[src/rtl/btn_debounce_pkg.sv]
// Shared types and defaults for the push-button debouncer and its sub-blocks.
// State encoding is fixed so that bit 0 marks the qualifying (WAIT_*) states.
package btn_debounce_pkg;

  typedef enum logic [1:0] {
    IDLE_LOW  = 2'b00,
    WAIT_HIGH = 2'b01,
    IDLE_HIGH = 2'b10,
    WAIT_LOW  = 2'b11
  } state_t;

  localparam int STABLE_CYCLES_DEFAULT = 16;

  function automatic logic is_wait_state(input state_t st);
    return (st == WAIT_HIGH) || (st == WAIT_LOW);
  endfunction

endpackage

[src/rtl/btn_debounce_pulse_sync.sv]
// Two-flop synchronizer for one asynchronous input; 2-cycle latency, no backpressure.
// Synchronous active-high reset clears both stages to 0.
module sync_2ff (
  input  logic clk,
  input  logic rst,
  input  logic d,
  output logic q
);

  logic s1;

  always_ff @(posedge clk) begin
    if (rst) begin
      s1 <= 1'b0;
      q  <= 1'b0;
    end else begin
      s1 <= d;
      q  <= s1;
    end
  end

endmodule

[src/rtl/btn_debounce_pulse.sv]
// Debounced level plus one-cycle rise/fall pulses from a raw button input.
// Latency STABLE_CYCLES+3 edges from a stable input change; no backpressure (free-running).
module btn_debounce_pulse
  import btn_debounce_pkg::*;
#(
  parameter int STABLE_CYCLES = STABLE_CYCLES_DEFAULT
) (
  input  logic clk,
  input  logic rst,
  input  logic btn_in,
  output logic btn_level,
  output logic btn_rise,
  output logic btn_fall,
  output logic busy
);

  localparam int CNT_W = (STABLE_CYCLES > 1) ? $clog2(STABLE_CYCLES) : 1;
  localparam logic [CNT_W-1:0] CNT_LAST = CNT_W'(STABLE_CYCLES - 1);

  state_t           state;
  logic [CNT_W-1:0] cnt;
  logic             s;

  sync_2ff u_sync (
    .clk (clk),
    .rst (rst),
    .d   (btn_in),
    .q   (s)
  );

  // The sample that opens a WAIT state counts as the first; cnt tracks the ones after it.
  always_ff @(posedge clk) begin
    if (rst) begin
      state     <= IDLE_LOW;
      cnt       <= '0;
      btn_level <= 1'b0;
      btn_rise  <= 1'b0;
      btn_fall  <= 1'b0;
      busy      <= 1'b0;
    end else begin
      btn_rise <= 1'b0;
      btn_fall <= 1'b0;
      case (state)
        IDLE_LOW: begin
          if (s) begin
            state <= WAIT_HIGH;
            cnt   <= '0;
            busy  <= 1'b1;
          end
        end
        WAIT_HIGH: begin
          if (!s) begin
            state <= IDLE_LOW;
            busy  <= 1'b0;
          end else if (cnt == CNT_LAST) begin
            state     <= IDLE_HIGH;
            busy      <= 1'b0;
            btn_level <= 1'b1;
            btn_rise  <= 1'b1;
          end else begin
            cnt <= cnt + CNT_W'(1);
          end
        end
        IDLE_HIGH: begin
          if (!s) begin
            state <= WAIT_LOW;
            cnt   <= '0;
            busy  <= 1'b1;
          end
        end
        WAIT_LOW: begin
          if (s) begin
            state <= IDLE_HIGH;
            busy  <= 1'b0;
          end else if (cnt == CNT_LAST) begin
            state     <= IDLE_LOW;
            busy      <= 1'b0;
            btn_level <= 1'b0;
            btn_fall  <= 1'b1;
          end else begin
            cnt <= cnt + CNT_W'(1);
          end
        end
        default: begin
          // Corrupted encoding: fall back to the reset posture.
          state     <= IDLE_LOW;
          cnt       <= '0;
          btn_level <= 1'b0;
          busy      <= 1'b0;
        end
      endcase
    end
  end

endmodule

[config.mk]
export PLATFORM = sky130hd
export DESIGN_NAME = btn_debounce_pulse
export DESIGN_NICKNAME = d
export VERILOG_FILES = /design/src/rtl/btn_debounce_pkg.sv /design/src/rtl/btn_debounce_pulse_sync.sv /design/src/rtl/btn_debounce_pulse.sv
export SDC_FILE = /design/constraint.sdc
export NUM_CORES = 1
export LEC_CHECK = 0
export CAP_MARGIN = 20
export CORE_AREA = 2 2 39 41
export CTS_CLUSTER_DIAMETER = 60
export DETAILED_ROUTE_END_ITERATION = 12
export DIE_AREA = 0 0 41 43
export SYNTH_ARGS = -nofsm -noshare
export SYNTH_HDL_FRONTEND = slang
export SYNTH_SLANG_ARGS = --single-unit
[constraint.sdc]
create_clock -name clk -period 2.65 [get_ports clk]
set_clock_uncertainty 0.15 [all_clocks]
set_input_delay 0.53 -clock clk [delete_from_list [all_inputs] [get_ports clk]]
set_output_delay 0.53 -clock clk [all_outputs]
set_load 0.1 [all_outputs]
==> reports/results.tsv <==
stage	metric	value	unit
route	dr_wl_met2	424	um
timing	post-route-period-util	0.600	
timing	slew_headroom	0.699	
setup_path	cp.arrival	0.91	ns
job	maxCapViolCount	0	
power	leakagePower	0.191	nW
layout	syn2layout_area_growth	15.4	%
route	drt_iter0_drc	7	
clock_tree	htree_levels	1	
placement	place_hpwl	588	um
grt	antenna_found_initial	0	
clock_tree	cts_post_setup_buffers_inserted	0	
layout	stdcell_area	562	sq um
layout	drive_above_1_share	0.140	
layout	layout_commonest_cell	dfxtp_1	
power	vdd_drop_max	0.272	mV
route	viasPerCell	5.59	
power	powerDensity	589	nW/um^2
setup_path	crit_path_max_incr_delay	0.35	ns
timing	hold_viol	0	
timing	tightest_slew	0.449	ns
layout	fin_cells	73	
synth	ys_warn_count	0	
synth	syn-num-nets	55	
route	highest_layer	met4	
clock_tree	cts_resized	0	
synth	synth_compound_area_frac	0.154	
setup_path	critPathKind	reg2out	
synth	syn-instance-count	51	
placement	dp.cells	70	
grt	grt_first_pass_wirelength	1.52	mm
floorplan	die_h	43	um
clock_tree	cts.root.buffer_cell	clkbuf_4	
timing	finalSetupViolCount	0	
setup_path	critPathTopFamily	flip-flops	
floorplan	num_io_pins	7	
grt	grt_max_degree	13	
worst_hold_path	worstHoldPathType	reg2reg	
grt	grt_use_total	0.135	
floorplan	rows	14	
placement	io_buffers	6	
clock_tree	cts.clk_slew.worst_paths	0.07	ns
synth	ys_types	23	
layout	antenna_cells_inserted	0	
route	vias	408	
timing	slew_violations	0	
synth	synth_top_family_by_area	simple AND/OR/NAND/NOR gates	
grt	grt_overflow_total	0	
synth	synthAdderAreaFrac	0.0257	
setup_path	end_kind	output port	
clock_tree	clock_latency	0.27	ns
clock_tree	cts_tree	built	
clock_tree	hold_buffers	0	
synth	yosysSeqAreaShare	0.494	
route	wirelength_met1	386	um
synth	synth_area	487	sq um
placement	place_area	539	sq um
floorplan	die_area	1760	sq um
route	dr.pass1.iters	4	
timing	fmax	0.629	GHz
clock_tree	numCtsBuffers	3	
timing	period_needed	1.59	ns
timing	finalSetupTns	0	ns
synth	synth-xor-area-share	0.0514	
setup_path	path_buf_inv	1	
status	outcome	finished clean	
setup_path	worstPathMaxFanout	3	
route	drc	0	
grt	first_global_vias	360	
setup_path	cp-start-kind	flip-flop	
placement	gp_congestion	0.810	
power	power	0.000331	W
timing	rsz0062_at_grt	false	
layout	mostFrequentLayoutCells	dfxtp_1, a21oi_1, buf_4	
setup_path	critPathRequiredTime	1.97	ns
layout	post-route-util	0.406	
setup_path	slowest_stage	dfxtp_1	
clock_tree	cts_buffer_depth	2	
setup_path	cp_cell_sequence	buf_4	
clock_tree	cts_sinks	12	
layout	nFillCells	142	
synth	ys_ff_latch	12	
floorplan	die_x	41	um
floorplan	initial_utilization	0.352	
synth	avgSynthCellArea	9.54	sq um
route	wl_met3	44	um
route	routedWlPerCell	12.2	um
route	detail-route-antenna-nets	0	
synth	synthMuxAreaShare	0	
route	routed_wl	889	um
layout	final_net_count	63	
synth	synth-simple-area-share	0.231	
floorplan	placeableCoreArea	1380	sq um
## cell type report
type,count,area (sq um),area share
clock buffer,3,22.5,0.0401
inverter,1,3.75,0.00668
multi-input combinational,35,225,0.401
sequential,12,240,0.428
tap,16,20.0,0.0356
timing repair buffer,6,50.0,0.0891
## cells in the mapped netlist
master	number	area share
dfxtp_1	12	0.49
a21oi_1	6	0.062
nand2_1	3	0.023
nand3_1	3	0.031
nand4_1	3	0.039
nor3_1	3	0.031
o21ai_0	3	0.031
buf_2	2	0.021
nor2b_1	2	0.026
a211oi_1	1	0.015
a31oi_1	1	0.013
a41oi_1	1	0.018
and4_1	1	0.018
buf_4	1	0.015
ha_1	1	0.026
inv_1	1	0.0077
nand3b_1	1	0.015
nand4b_1	1	0.018
nor4_1	1	0.013
nor4b_1	1	0.018
o21bai_1	1	0.015
xnor2_1	1	0.018
xor2_2	1	0.033
## through the flow
stage,worst slack [ns],hold slack (ns)
final,1.06,0.291
after global routing,0.999,0.316
after CTS,1.04,0.297
after detailed placement,0.871,0.286
after global placement,0.912,0.278
after floorplan,1.03,0.264
## layer usage
layer  vias up  global-route usage
met5         -                   0
met4         0               0.140
met3         4              0.0314
met2        10               0.178
met1       190               0.163
li1        204                   -
## registers in the layout, summed over array words and instances (netlist names), named ones only
| register | cells |
|---|---|
| u_sync.s1 | 1 |
| btn_level | 1 |
| cnt | 4 |
| busy | 1 |
| btn_rise | 1 |
| state | 1 |
| u_sync.q | 1 |
| btn_fall | 1 |
## path summary, 6_finish.rpt
check | from | to | slack [ns] | cells after the start
hold / removal | u_sync.s1$_SDFF_PP0_ | u_sync.q$_SDFF_PP0_ | 0.29 | 1
setup / recovery | busy$_SDFFE_PP0P_ | busy | 1.06 | 1
hold reg to reg | u_sync.s1$_SDFF_PP0_ | u_sync.q$_SDFF_PP0_ | 0.29 | 1
setup reg to reg | cnt[0]$_SDFFE_PP0P_ | btn_level$_SDFFE_PP0P_ | 1.16 | 4
## where the power goes
group | switching [W] | total, W | internal (W)
logic | 0.0000245 | 0.0000341 | 0.00000959
clock network | 0.0000560 | 0.000109 | 0.0000526
registers | 0.00000383 | 0.000188 | 0.000185
total | 0.0000843 | 0.000331 | 0.000247
## logic make-up (layout without fill, tap and decap cells)
| logic type | count (synthesis) | count (layout) |
|---|---|---|
| adders and majority gates | 1 | 1 |
| xor gates and xnor gates | 2 | 2 |
| DFF | 12 | 12 |
| and+or+nand+nor | 19 | 19 |
| buffers and inverters | 4 | 10 |
| AOI/OAI and AO/OA | 13 | 13 |
Power figures use the tool's default switching activity.
==> RTL edit 1, RTL diff (same flow settings) <==
Set the package constant `STABLE_CYCLES_DEFAULT` to 64 (it was 16).
--- a/src/rtl/btn_debounce_pkg.sv
+++ b/src/rtl/btn_debounce_pkg.sv
@@ -11,3 +11,3 @@
 
-  localparam int STABLE_CYCLES_DEFAULT = 16;
+  localparam int STABLE_CYCLES_DEFAULT = 64;
 
Behaviour: same outputs for any inputs over 10 cycles, from zero or initial values and one cycle with rst high; that may be too few to reach the edited logic, so the function may still have changed.
==> RTL edit 1 against the original RTL <==
  * Critical path depth up 3
  * Synthesized area up 29%
  * Maximum frequency down 9.8%
  * Non-clock buffer count unchanged
  * Wire length up 35%
  * Power up 27%
  * Critical endpoint is now cnt[0]
  * Sequential cell count up 2
  * Critical path type is now reg -> reg
  * Hold slack better by 0.0038 ns
  * Count of clock-buffer cells in the layout up 1
  * Sequential power up 17%
  * Worst setup slack worse by 0.17 ns
  * Die area unchanged
  * Cell area up 27%
==> RTL edit 1: results (changes against the original RTL) <==
** Global routing
- The all-layer global routing usage was 16.0% (+2.5 points).
- Global-route wire length before repair :: 1.92 mm (+26%)
- Vias in the first global route :: 430 (+19%)
- The initial antenna violation count came to 0 (unchanged).
- The pin count of the biggest net entering global routing was 14 (+1).

** Synthesis
- Yosys attributes the largest share of cell area to dfxtp_1 45%, a41oi_1 4.2%, a211oi_1 3.6%.
- The post-synth net total was 70 (+27%).
- Warnings from Yosys :: 0 (unchanged)
- The proportion of register bits with asynchronous set or reset after synthesis came to 0% (unchanged).
- Sequential fraction of the synthesis area :: 44.6% (-4.7 points)
- Share of Yosys cell area claimed by the top area cell type :: 44.6% (-4.7 points)
- Sorting the synthesized cells by how often they occur yields 14 x dfxtp_1, 4 x a21oi_1, 4 x nand2_1.
- Count of distinct cell types in the synthesized netlist :: 31 (+35%)

** Finish
- Register with the most flip-flops :: cnt
- Post-layout net count :: 76 (+21%)
- Ratio of cells with drive above 1 in the final layout :: 16.9% (+2.9 points)
- The number of flip-flops under the largest register name was 6 (+2).
- The antenna diode instance count is 0 (unchanged).
- The count of fill cells added during filler insertion came to 137 (-3.5%).

** Drt
- The number of DRC violations after detailed routing came to 0 (unchanged).
- The first-pass iteration count of the detailed router was 5 (+1).
- Routed length per instance :: 13.8 um (+13%)
- Total via count in the routed design :: 535 (+31%)
- Initial detailed-routing violation count :: 11 (+4)

** Outcome
- The flow ran to the end, and the final reports show no timing, DRC or antenna violations.

** Setup path
- The largest fanout on the critical path came to 8 (+5).
- The worst setup path is launched from a flop.
- Arrival time at the worst endpoint :: 1.82 ns (+0.91 ns)
- Number of cells traversed by the worst register-to-register path :: 4 (unchanged)

** Clock tree
- The TritonCTS buffer count came to 3 (unchanged).
- The buffer count from post-CTS setup fixing is 0 (unchanged).
- The CTS H-tree depth was 1 (unchanged).
- Clock latency of the later-clocked register in the worst-skew pair :: 0.27 ns (about the same)
- Clock buffer depth :: 2 (unchanged)
- The total of cells resized after clock tree synthesis is 0 (unchanged).
- Clock-pin transition on the worst setup and hold timing paths :: 0.08 ns
- The root buffer cell chosen for the clock tree is clkbuf_4.

** Placed design
- Routability congestion estimate from global placement :: 0.734 (-9.4%)
- Final HPWL from detailed placement :: 801 um (+36%)
- The quantity of I/O buffers inserted on ports was 6 (unchanged).
- The placed instance area is 677 um^2 (+26%).

** Worst hold path
- Path class of the lowest-slack min-delay path :: reg -> reg
- Hold-critical path depth :: 1 (unchanged)

** Pwr
- The worst supply voltage drop on vdd was 0.314 mV (+15%).
- Leakage :: 0.000269 uW (+41%)

** Timing
- The slew at the pin closest to its max-slew limit came to 0.547 ns (+0.0986 ns).
## RTL edit 1: final cells by class
type | instances | area, um^2 | share of cell area, %
multi-input combinational | 45 | 319 | 44.7
inverter | 2 | 7.51 | 1.05
sequential | 14 | 280 | 39.3
tap | 16 | 20.0 | 2.81
clock buffer | 4 | 36.3 | 5.09
timing repair buffer | 6 | 50.0 | 7.02
## RTL edit 1: worst paths after layout
kind,slack (ns),end,from
max,0.89,cnt[0],cnt[0]
min,0.29,u_sync.q,u_sync.s1
max reg2reg,0.89,cnt[0],cnt[0]
min reg2reg,0.29,u_sync.q,u_sync.s1
## RTL edit 1: critical path, cell delays in order, from the launching register on
cell	delay (ns)
dfxtp_1	0.35
ha_1	0.28
and4_1	0.32
a2111o_1	0.43
a31oi_1	0.16
## RTL edit 1: stage by stage
| stage | std cells | setup WS [ns] |
|---|---|---|
| after floorplan | 66 | 0.972 |
| after global placement | 83 | 0.648 |
| after detailed placement | 83 | 0.660 |
| after CTS | 87 | 0.874 |
| after global routing | 87 | 0.774 |
| final | 87 | 0.885 |
## RTL edit 1: report_power, final
group	switching [uW]	internal (uW)
registers	4.82	216
logic	35.2	12.7
clock network	67.3	83.5
## RTL edit 1: kinds of logic after synthesis
| group | after synthesis | share of synthesized area, % |
|---|---|---|
| compound gates | 23 | 27.9 |
| simple gates | 19 | 18.1 |
| flops | 14 | 44.6 |
| buf+inv | 7 | 4.58 |
| xor+xnor | 2 | 2.79 |
| fa+ha+maj | 1 | 1.99 |
## RTL edit 1: metal layers
layer / vias up / track usage [%] / share of wire (%)
li1: 274 / - / -
met1: 244 / 24.1 / 48
met2: 15 / 20.0 / 45
met3: 2 / 3.14 / 5.9
met4: 0 / 10.0 / 1.3
met5: - / 0 / 0
==> RTL edit 2, RTL diff (same settings) <==
Made on the original files. Put one more register stage on the output `btn_fall`, with the module's reset. The value now appears one clock later. The other outputs are not delayed to match.
--- a/src/rtl/btn_debounce_pulse.sv
+++ b/src/rtl/btn_debounce_pulse.sv
@@ -19,2 +19,4 @@
 
+  logic btn_fall_s0;
+
   state_t           state;
@@ -37,3 +39,3 @@
       btn_rise  <= 1'b0;
-      btn_fall  <= 1'b0;
+      btn_fall_s0 <= 1'b0;
       busy      <= 1'b0;
@@ -41,3 +43,3 @@
       btn_rise <= 1'b0;
-      btn_fall <= 1'b0;
+      btn_fall_s0 <= 1'b0;
       case (state)
@@ -78,3 +80,3 @@
             btn_level <= 1'b0;
-            btn_fall  <= 1'b1;
+            btn_fall_s0 <= 1'b1;
           end else begin
@@ -94,2 +96,10 @@
 
+  always_ff @(posedge clk) begin
+    if (rst) begin
+      btn_fall <= '0;
+    end else begin
+      btn_fall <= btn_fall_s0;
+    end
+  end
+
 endmodule
Check against the original RTL: same outputs for any inputs over 10 cycles, from zero or initial values and one cycle with rst high; that may be too few to reach the edited logic, so the function may still have changed.
==> RTL edit 2 against the original RTL <==
  * Sequential cell count increased by 1
  * Highest routed layer unchanged
  * Hold slack got worse by 0.0015 ns
  * Synthesized cell count increased by 3.9%
  * Synthesized area grew 3.6%
  * Wire length down 0.45%
  * Register-to-register slack improved by 0.08 ns
  * Worst setup slack got worse by 0.0030 ns
  * Largest cell class unchanged
  * Sequential power increased by 8%
  * Clock power up 7%
  * Power up 7.0%
  * Cell area is 5.3% higher
==> RTL edit 2: results (changes against the original RTL) <==
** Outcome
- Result of the run :: complete, no violations

** Clock tree
- Clock-pin transition on the worst setup and hold timing paths :: 0.07 ns (about the same)
- The number of buffers on the longest clock path was 2 (unchanged).
- Clock latency of the later-clocked register in the worst-skew pair :: 0.26 ns
- The buffer count from post-CTS setup fixing is 0 (unchanged).
- The TritonCTS buffer count is 3 (unchanged).
- H-tree level count :: 1 (unchanged)

** Synthesis
- Sorting the synthesized cells by how often they occur yields 13 x dfxtp_1, 6 x a21oi_1, 5 x o21ai_0.
- Most common cell in the netlist :: dfxtp_1
- Count of distinct cell types in the synthesized netlist :: 22 (-4.3%)
- Share of the synthesized area in compound gates (AO/OA/AOI/OAI) :: 16.9% (+1.4 points)
- Share of synthesized cell area in full adder, half adder and majority cells :: 2.48% (-0.089 points)
- Cell types occupying the most area after synthesis :: dfxtp_1 52%, a21oi_1 6.0%, o21ai_0 5.0%
- The instance count of the mapped netlist came to 53 (+3.9%).
- The post-synth net total was 57 (+3.6%).
- Synth Area in XOR/XNOR :: 4.96% (-0.18 points)
- Sequential fraction of the synthesis area :: 51.6% (+2.3 points)

** Finish
- Post-layout net count :: 66 (+4.8%)
- Final cell count without fillers :: 77 (+5.5%)
- The antenna diode instance count came to 0 (unchanged).
- The proportion of layout cells with a drive suffix above 1 is 14.8% (+0.72 points).

** Pwr
- The static leakage power was 0.000207 uW (+8.3%).
- The internal power contribution is 267 uW (+8.3%).
- The worst supply voltage drop on vdd was 0.264 mV (-3.1%).
- Power Density :: 599 nW/um^2 (+1.6%)

** Placed design
- Routability congestion estimate from global placement :: 0.654 (-19%)
- Post-Place Worst Slack :: 0.812 ns (-0.0595 ns)
- Number of instances in the placed design :: 73 (+4.3%)
- The HPWL after detailed placement is 634 um (+7.8%).
- The quantity of I/O buffers inserted on ports is 6 (unchanged).

** Drt
- The wire length per cell after detailed routing is 11.5 um (-5.6%).
- The total via count after detailed routing came to 398 (-2.5%).
- The first-pass iteration count of the detailed router came to 4 (unchanged).
- The DRC violation total after the first TritonRoute iteration is 6 (-1).

** Global routing
- The via count of the first global-routing pass came to 342 (-5.0%).
- Global-route wire length before repair :: 1.46 mm (-4.2%)
- Overall routing resource usage :: 12.7% (-0.83 points)
- Maximum number of pins on one net before global-route repair :: 14 (+1)
- The initial antenna violation count is 0 (unchanged).

** Timing
- The slew at the pin closest to its max-slew limit was 0.452 ns (+0.00313 ns).
- The count of endpoints failing setup in the final report was 0 (unchanged).

** Worst hold path
- Path class of the lowest-slack min-delay path :: reg -> reg
==> RTL edit 2: layout make-up <==
type	instances	area, um^2
flip-flops and latches	13	260
inverters	2	7.51
clock buffers	4	26.3
multi-input cells	36	228
well taps	16	20.0
repair buffers	6	50.0
fillers	137	792
==> RTL edit 2: per-stage QoR <==
step                      instance area [um^2]  utilization, %  power [uW]  hold WS (ns)
final                                      592            42.8         354         0.290
after global routing                       592            42.8         371         0.316
after CTS                                  592            42.8         364         0.293
after detailed placement                   566            40.9         242         0.274
after global placement                     566            40.9         242         0.278
after floorplan                            504               -         233         0.264
==> RTL edit 2: power by group through the flow <==
stage | clock, uW | sequential [uW] | combinational [uW]
final | 117 | 203 | 34.1
after detailed placement | 0 | 208 | 34.2
after global placement | 0 | 208 | 34.2
after global routing | 131 | 204 | 36.1
after CTS | 126 | 203 | 34.4
after floorplan | 0 | 223 | 10.3
==> RTL edit 2: final timing paths <==
kind / end / cells after the start / slack (ns) / from
hold reg to reg: u_sync.q / 1 / 0.29 / u_sync.s1
setup reg to reg: btn_level / 4 / 1.24 / cnt[0]
hold / removal: u_sync.q / 1 / 0.29 / u_sync.s1
setup / recovery: btn_level / 1 / 1.06 / btn_level
==> RTL edit 2: cells by family after synthesis <==
logic type | count (synthesis)
xor+xnor | 2
simple gates | 18
flops | 13
fa+ha+maj | 1
compound gates | 15
buf+inv | 4
==> RTL edit 2: per-layer routing <==
layer  share of wire [%]  track usage (%)
met2                  46             16.6
met3                 2.0             3.14
met1                  50             16.9
met4                 1.6             10.0
met5                   0                0
